File: src/rtl/reg_op_sequencer_if.sv
// reg_op_sequencer_if
// Bundles everything that passes between the sequencer, its two requesters
// and the shared load/shift register.
//   Requester side (per requester N = 0/1):
//     reqN_valid, reqN_op[1:0], reqN_data[WIDTH-1:0], reqN_count[COUNT_W-1:0]
//     go into the sequencer; reqN_ready comes back out.
//   Register side: reg_data_out goes into the sequencer; reg_data_in and
//     reg_control[2:0] come out of it.
//   Status: busy, done, done_id and result[WIDTH-1:0] come out of the sequencer.
// Modports: slave is the sequencer's view; master is the environment's view
// (the requesters plus the register).
interface reg_op_sequencer_if #(
  parameter int WIDTH   = 4,
  parameter int COUNT_W = 3
);
  logic               req0_valid;
  logic [1:0]         req0_op;
  logic [WIDTH-1:0]   req0_data;
  logic [COUNT_W-1:0] req0_count;
  logic               req0_ready;

  logic               req1_valid;
  logic [1:0]         req1_op;
  logic [WIDTH-1:0]   req1_data;
  logic [COUNT_W-1:0] req1_count;
  logic               req1_ready;

  logic [WIDTH-1:0]   reg_data_out;
  logic [WIDTH-1:0]   reg_data_in;
  logic [2:0]         reg_control;

  logic               busy;
  logic               done;
  logic               done_id;
  logic [WIDTH-1:0]   result;

  // The sequencer sees the requests and the register value, and drives
  // everything else.
  modport slave (
    input  req0_valid, req0_op, req0_data, req0_count,
    input  req1_valid, req1_op, req1_data, req1_count,
    input  reg_data_out,
    output req0_ready, req1_ready,
    output reg_data_in, reg_control,
    output busy, done, done_id, result
  );

  // The environment is the mirror image of the sequencer.
  modport master (
    output req0_valid, req0_op, req0_data, req0_count,
    output req1_valid, req1_op, req1_data, req1_count,
    output reg_data_out,
    input  req0_ready, req1_ready,
    input  reg_data_in, reg_control,
    input  busy, done, done_id, result
  );
endinterface

File: src/rtl/reg_op_sequencer.sv
// reg_op_sequencer
// Shares one external 4-bit load/shift register between two requesters.
// Each job is "load a value, then shift or rotate it N times". Requesters are
// arbitrated round-robin, the register is driven one control code per cycle,
// and the register's value is handed back as the job result.
// Ports:
//   clk  - rising-edge clock
//   rst  - synchronous active-high reset
//   bus  - reg_op_sequencer_if.slave: requester handshakes, register
//          data_in/control/data_out, and busy/done/done_id/result status
module reg_op_sequencer #(
  parameter int WIDTH   = 4,
  parameter int COUNT_W = 3
) (
  input  logic                 clk,
  input  logic                 rst,
  reg_op_sequencer_if.slave    bus
);

  localparam logic [2:0] CTRL_HOLD = 3'd0;
  localparam logic [2:0] CTRL_LOAD = 3'd1;
  localparam logic [2:0] CTRL_SHL  = 3'd2;
  localparam logic [2:0] CTRL_SHR  = 3'd3;
  localparam logic [2:0] CTRL_ROL  = 3'd4;

  localparam logic [1:0] OP_LOAD_ONLY = 2'b00;
  localparam logic [1:0] OP_SHL       = 2'b01;
  localparam logic [1:0] OP_SHR       = 2'b10;
  localparam logic [1:0] OP_ROL       = 2'b11;

  typedef enum logic [1:0] {
    IDLE,
    LOAD,
    SHIFT,
    DONE
  } state_t;

  state_t             state;
  state_t             state_next;
  logic [1:0]         op_q;
  logic [WIDTH-1:0]   data_q;
  logic [COUNT_W-1:0] cnt_q;
  logic               id_q;
  logic               last_grant_q;
  logic               grant0;
  logic               grant1;

  // Round-robin arbitration, only ever active in IDLE. last_grant_q holds the
  // id of the requester granted most recently; on a tie the other one wins.
  // Grants are suppressed while rst is high so a requester never sees a
  // handshake that the reset is about to discard.
  always_comb begin
    grant0 = 1'b0;
    grant1 = 1'b0;
    if (state == IDLE && !rst) begin
      if (bus.req0_valid && (!bus.req1_valid || last_grant_q)) begin
        grant0 = 1'b1;
      end else if (bus.req1_valid) begin
        grant1 = 1'b1;
      end
    end
  end

  // State register plus the job fields captured at the grant edge. The step
  // counter takes the requested count at the grant, so it already holds it
  // in LOAD, and counts down once per issued shift.
  always_ff @(posedge clk) begin
    if (rst) begin
      state        <= IDLE;
      last_grant_q <= 1'b1;
      op_q         <= '0;
      data_q       <= '0;
      cnt_q        <= '0;
      id_q         <= 1'b0;
    end else begin
      state <= state_next;
      if (grant0 || grant1) begin
        op_q         <= grant1 ? bus.req1_op    : bus.req0_op;
        data_q       <= grant1 ? bus.req1_data  : bus.req0_data;
        cnt_q        <= grant1 ? bus.req1_count : bus.req0_count;
        id_q         <= grant1;
        last_grant_q <= grant1;
      end else if (state == SHIFT) begin
        cnt_q <= cnt_q - 1'b1;
      end
    end
  end

  // Next-state and per-cycle register drive. SHIFT exits in the cycle the
  // counter reads 1, which makes the number of shift cycles equal the count.
  always_comb begin
    state_next      = state;
    bus.reg_control = CTRL_HOLD;
    bus.reg_data_in = '0;
    bus.req0_ready  = grant0;
    bus.req1_ready  = grant1;
    bus.busy        = (state != IDLE);
    bus.done        = 1'b0;
    bus.done_id     = 1'b0;
    bus.result      = '0;
    case (state)
      IDLE: begin
        if (grant0 || grant1) begin
          state_next = LOAD;
        end
      end
      LOAD: begin
        bus.reg_control = CTRL_LOAD;
        bus.reg_data_in = data_q;
        if (op_q != OP_LOAD_ONLY && cnt_q != '0) begin
          state_next = SHIFT;
        end else begin
          state_next = DONE;
        end
      end
      SHIFT: begin
        case (op_q)
          OP_SHL:  bus.reg_control = CTRL_SHL;
          OP_SHR:  bus.reg_control = CTRL_SHR;
          OP_ROL:  bus.reg_control = CTRL_ROL;
          default: bus.reg_control = CTRL_HOLD;
        endcase
        if (cnt_q == COUNT_W'(1)) begin
          state_next = DONE;
        end
      end
      DONE: begin
        bus.done    = 1'b1;
        bus.done_id = id_q;
        bus.result  = bus.reg_data_out;
        state_next  = IDLE;
      end
      default: begin
        state_next = IDLE;
      end
    endcase
  end

endmodule

File: src/flat_wrapper.sv
// flat-port wrapper written by rule: the top's interface ports become plain ports
module reg_op_sequencer_flat 
#(
  parameter int WIDTH   = 4,
  parameter int COUNT_W = 3
)
  (clk, rst, bus_req0_valid, bus_req0_op, bus_req0_data, bus_req0_count, bus_req1_valid, bus_req1_op, bus_req1_data, bus_req1_count, bus_reg_data_out, bus_req0_ready, bus_req1_ready, bus_reg_data_in, bus_reg_control, bus_busy, bus_done, bus_done_id, bus_result);
  reg_op_sequencer_if #(.WIDTH(WIDTH), .COUNT_W(COUNT_W)) bus_i ();
  input  logic clk;
  input  logic rst;
  input wire logic [$bits(bus_i.req0_valid)-1:0] bus_req0_valid;
  input wire logic [$bits(bus_i.req0_op)-1:0] bus_req0_op;
  input wire logic [$bits(bus_i.req0_data)-1:0] bus_req0_data;
  input wire logic [$bits(bus_i.req0_count)-1:0] bus_req0_count;
  input wire logic [$bits(bus_i.req1_valid)-1:0] bus_req1_valid;
  input wire logic [$bits(bus_i.req1_op)-1:0] bus_req1_op;
  input wire logic [$bits(bus_i.req1_data)-1:0] bus_req1_data;
  input wire logic [$bits(bus_i.req1_count)-1:0] bus_req1_count;
  input wire logic [$bits(bus_i.reg_data_out)-1:0] bus_reg_data_out;
  output wire logic [$bits(bus_i.req0_ready)-1:0] bus_req0_ready;
  output wire logic [$bits(bus_i.req1_ready)-1:0] bus_req1_ready;
  output wire logic [$bits(bus_i.reg_data_in)-1:0] bus_reg_data_in;
  output wire logic [$bits(bus_i.reg_control)-1:0] bus_reg_control;
  output wire logic [$bits(bus_i.busy)-1:0] bus_busy;
  output wire logic [$bits(bus_i.done)-1:0] bus_done;
  output wire logic [$bits(bus_i.done_id)-1:0] bus_done_id;
  output wire logic [$bits(bus_i.result)-1:0] bus_result;
  assign bus_i.req0_valid = bus_req0_valid;
  assign bus_i.req0_op = bus_req0_op;
  assign bus_i.req0_data = bus_req0_data;
  assign bus_i.req0_count = bus_req0_count;
  assign bus_i.req1_valid = bus_req1_valid;
  assign bus_i.req1_op = bus_req1_op;
  assign bus_i.req1_data = bus_req1_data;
  assign bus_i.req1_count = bus_req1_count;
  assign bus_i.reg_data_out = bus_reg_data_out;
  assign bus_req0_ready = bus_i.req0_ready;
  assign bus_req1_ready = bus_i.req1_ready;
  assign bus_reg_data_in = bus_i.reg_data_in;
  assign bus_reg_control = bus_i.reg_control;
  assign bus_busy = bus_i.busy;
  assign bus_done = bus_i.done;
  assign bus_done_id = bus_i.done_id;
  assign bus_result = bus_i.result;
  reg_op_sequencer #(.WIDTH(WIDTH), .COUNT_W(COUNT_W)) u_core (.clk(clk), .rst(rst), .bus(bus_i));
endmodule
File: config.mk
export PLATFORM = sky130hd
export DESIGN_NAME = reg_op_sequencer_flat
export DESIGN_NICKNAME = d
export VERILOG_FILES = /design/src/rtl/reg_op_sequencer_if.sv /design/src/rtl/reg_op_sequencer.sv /design/src/flat_wrapper.sv
export SDC_FILE = /design/constraint.sdc
export NUM_CORES = 1
export LEC_CHECK = 0
export BUFFER_PORTS_ARGS = -buffer_cell sky130_fd_sc_hd__buf_2
export CAP_MARGIN = 30
export CORE_ASPECT_RATIO = 0.5
export CORE_MARGIN = 10
export CORE_UTILIZATION = 35
export CTS_CLUSTER_SIZE = 16
export DETAILED_ROUTE_END_ITERATION = 6
export PLACE_DENSITY_LB_ADDON = 0.3
export SETUP_SLACK_MARGIN = 0.1
export SYNTH_ARGS = -nofsm -noshare
export SYNTH_HDL_FRONTEND = slang
export SYNTH_SLANG_ARGS = --single-unit
File: constraint.sdc
create_clock -name clk -period 4 [get_ports clk]
set_input_delay 0.2 -clock clk [delete_from_list [all_inputs] [get_ports clk]]
set_output_delay 0.2 -clock clk [all_outputs]
set_load 0.02 [all_outputs]
==> key figures <==
GRT
  – GR Layer Usage met1: 0.100
  – Busiest metal layer after global routing: met2
  – Grt ovf: 0
  – Number of global-route vias before repair: 784
  – Number of antenna violations at the first check in global routing: 0
  – Maximum number of pins on one net before global-route repair: 19
  – GR Layer Usage met3: 0.0376
  – First-pass GRT wire length: 3620 um
  – Global-route total usage across every layer: 0.0829
  – Met2 Use GR: 0.127

Synth
  – Synth unique cells: 30
  – Synthesized-area fraction occupied by ao, oa, aoi and oai cells: 0.178
  – Parity-gate share of the synthesized area counting xor and xnor cells: 0.0192
  – Register area share after synthesis: 0.285
  – Gate count of the mapped netlist: 114
  – Post-synthesis adder-cell area fraction: 0.151
  – Avg Synthesized Cell Area: 8.01 um^2
  – Combinational family with the most area after synthesis: simple AND/OR/NAND/NOR gates
  – Post-synthesis register bit count: 13
  – Syn. warnings: 0
  – Share of flip-flops with an asynchronous set or reset: 0
  – Post-Synthesis Cell Area: 913 um^2
  – Top flip-flop cell by instance count after synthesis: dfxtp_1
  – Net Count, Synth: 151
  – Fraction of synthesized area in multiplexers: 0.0110
  – Post-synth EDFFs: 0
  – Post-synthesis share of cell area spent on and, or, nand and nor gates: 0.288

Critical path
  – Kind of end point of the critical path: output pin
  – Startpoint type of the worst setup path: flip-flop
  – Data arrival time of the worst path: 2.14 ns
  – Path depth of the worst reg2reg path: 7
  – Worst Setup Path Type: reg2out
  – Cells along the critical path: inv_1 -> ha_1 -> nor2b_2 -> nand3_1 -> clkinv_1 -> buf_2
  – Reg-to-reg slack, setup: 1.93 ns
  – Launch instance of the worst register-to-register path: u_core.state[0]
  – Endpoint of the lowest-slack register-to-register path: u_core.op_q[1]
  – Crit path max-delay cell type: dfxtp_1
  – Required time at the endpoint of the critical path: 3.80 ns
  – Slowest cell delay on critical path: 0.38 ns
  – Critical path peak fanout: 11

Timing
  – Final Max Slew Viols: 0
  – RSZ-0062 raised after global routing: no
  – Clock period minus worst slack: 2.34 ns
  – Crit path setup slack, layout: 1.66 ns
  – Fmax achieved: 427 MHz
  – Final Hold Fails: 0
  – Total Neg Setup Slack: 0 ns
  – Worst clock skew on the final layout: 0.00232 ns
  – Period utilisation layout: 0.586
  – Final count of negative-setup-slack endpoints: 0
  – Relative slew margins: 0.524
  – Actual transition at the worst max-transition pin: 0.712 ns
  – Min Hold Slack: 0.216 ns

Cells and area
  – Most common cell after layout, fill and taps aside: buf_2
  – Post-synthesis to final-layout area growth: 29.2%
  – Share of layout cells above drive strength 1: 0.338
  – Utilization of the core after routing: 0.504
  – Layout net count: 192
  – Most used cells in the layout excluding fill and tap cells: 41 x buf_2, 19 x nand2_1, 13 x nor2_1, 13 x dfxtp_1, 11 x ha_1
  – Final cell count without fillers: 189
  – Final cell area excluding filler cells: 1180 um^2
  – Antenna Diode Count: 0

Placement
  – Placed insts: 185
  – Placer Congestion: 0.692
  – Area of placed instances: 1130 um^2
  – Worst slack, placed: 1.87 ns
  – Detailed placement HPWL: 1850 um
  – Count of port buffers added during placement: 41

Floorplan
  – Placement Rows: 12
  – Effective utilization at floorplan: 0.390
  – I/O pin total: 42
  – Die extent in x: 92.2 um
  – Area inside the core boundary: 2340 um^2
  – Chip height: 56.1 um
  – Die footprint: 5180 um^2

Clock network
  – H-tree depth: 1
  – Max clock buf depth: 2
  – CTS tree: yes
  – Clock sink count: 13
  – Clock insertion delay at the later pin of the skew report: 0.24 ns
  – Setup Buffers After CTS: 0
  – Total CTS buffers: 3
  – Root buffer cell: clkbuf_8
  – Number of resized instances in the post-cts repair step: 0
  – CTS clk-pin slew, worst paths: 0.06 ns
  – Number of buffers inserted for hold repair after clock tree synthesis: 0

Job
  – Max-Cap Viols: 0

Hold path
  – Hold wc startpoint: bus_req1_data[0]
  – Hold Path Depth: 3
  – Path type of the worst min-delay path: in2reg
  – End point of the worst hold path: u_core.data_q[0]

Outcome
  – Status: finished clean

Drt
  – Initial DRT Pass Iterations: 2
  – Number of remaining DRC errors: 0
  – Detailed router's first-iteration violation count: 30
  – Post-DR wirelength/cell: 12.2 um
  – Detailed-route wire length: 2310 um
  – Vias: 859
  – Antenna-violating nets left: 0
  – Drt via density: 4.54

Pwr
  – Power density relative to cell area: 606 nW/um^2
  – Static power due to leakage: 0.598 nW
  – Overall Power: 0.714 mW
  – Max VDD drop: 0.266 mV
final cells by class:
class | count | area, um^2
fillers | 251 | 1160
multi-input cells | 87 | 591
flip-flops and latches | 13 | 260
repair buffers | 41 | 205
well taps | 35 | 43.8
clock buffers | 3 | 41.3
inverters | 9 | 33.8
clock inverters | 1 | 5.00
registers in the layout, indices dropped and copies added (netlist names):
signal / cells
u_core.op_q: 2
u_core.cnt_q: 3
u_core.last_grant_q: 1
u_core.id_q: 1
u_core.data_q: 4
u_core.state: 2
cell families after synthesis:
family                   Yosys count
AND/OR/NAND/NOR                   53
AO/OA/AOI/OAI                     20
buffers and inverters             14
flip-flops                        13
adder cells (fa/ha/maj)           11
XOR/XNOR                           2
multiplexers                       1
routing by layer:
metal,part of all wire,up-vias
li1,-,464
met1,0.48,367
met2,0.44,26
met3,0.066,2
met4,0.0082,0
met5,0,-
Yosys cell counts, types with 2 or more instances:
cell type  instances  share of area
ha_1              11           0.15
nor2_1            13          0.053
buf_2              2          0.011
nand2_1           19          0.078
and2_1            10          0.068
inv_1              7          0.029
nor2b_1            2          0.014
o21ai_0            2          0.011
clkbuf_1           2         0.0082
nor3_1             2          0.011
nand3_1            2          0.011
dfxtp_1           13           0.28
a21oi_1            5          0.027
a311oi_2           2          0.033
a311oi_1           7          0.067
power breakdown:
part | switching (mW) | internal, mW
clock network | 0.0482 | 0.0688
registers | 0.0362 | 0.177
logic | 0.222 | 0.163
total | 0.306 | 0.408
worst max-delay path by stage:
stage / start / end / slack (ns)
2_1_floorplan: u_core.state[0] / u_core.op_q[0] / 2.40
4_1_cts: u_core.state[0] / bus_req1_ready / 1.59
5_1_grt: u_core.state[0] / bus_req1_ready / 1.44
3_5_place_dp: u_core.state[0] / bus_req1_ready / 1.87
3_3_place_gp: u_core.state[0] / bus_req1_ready / 1.96
6_report: u_core.state[0] / bus_req1_ready / 1.66
critical path, delay by kind of cell (launching register included):
kind                       cells  cell delay (ns)
buffers and inverters          3             0.75
DFF                            1             0.38
adders and majority gates      1             0.27
and+or+nand+nor                2             0.50
(Power assumes the default switching activity.)
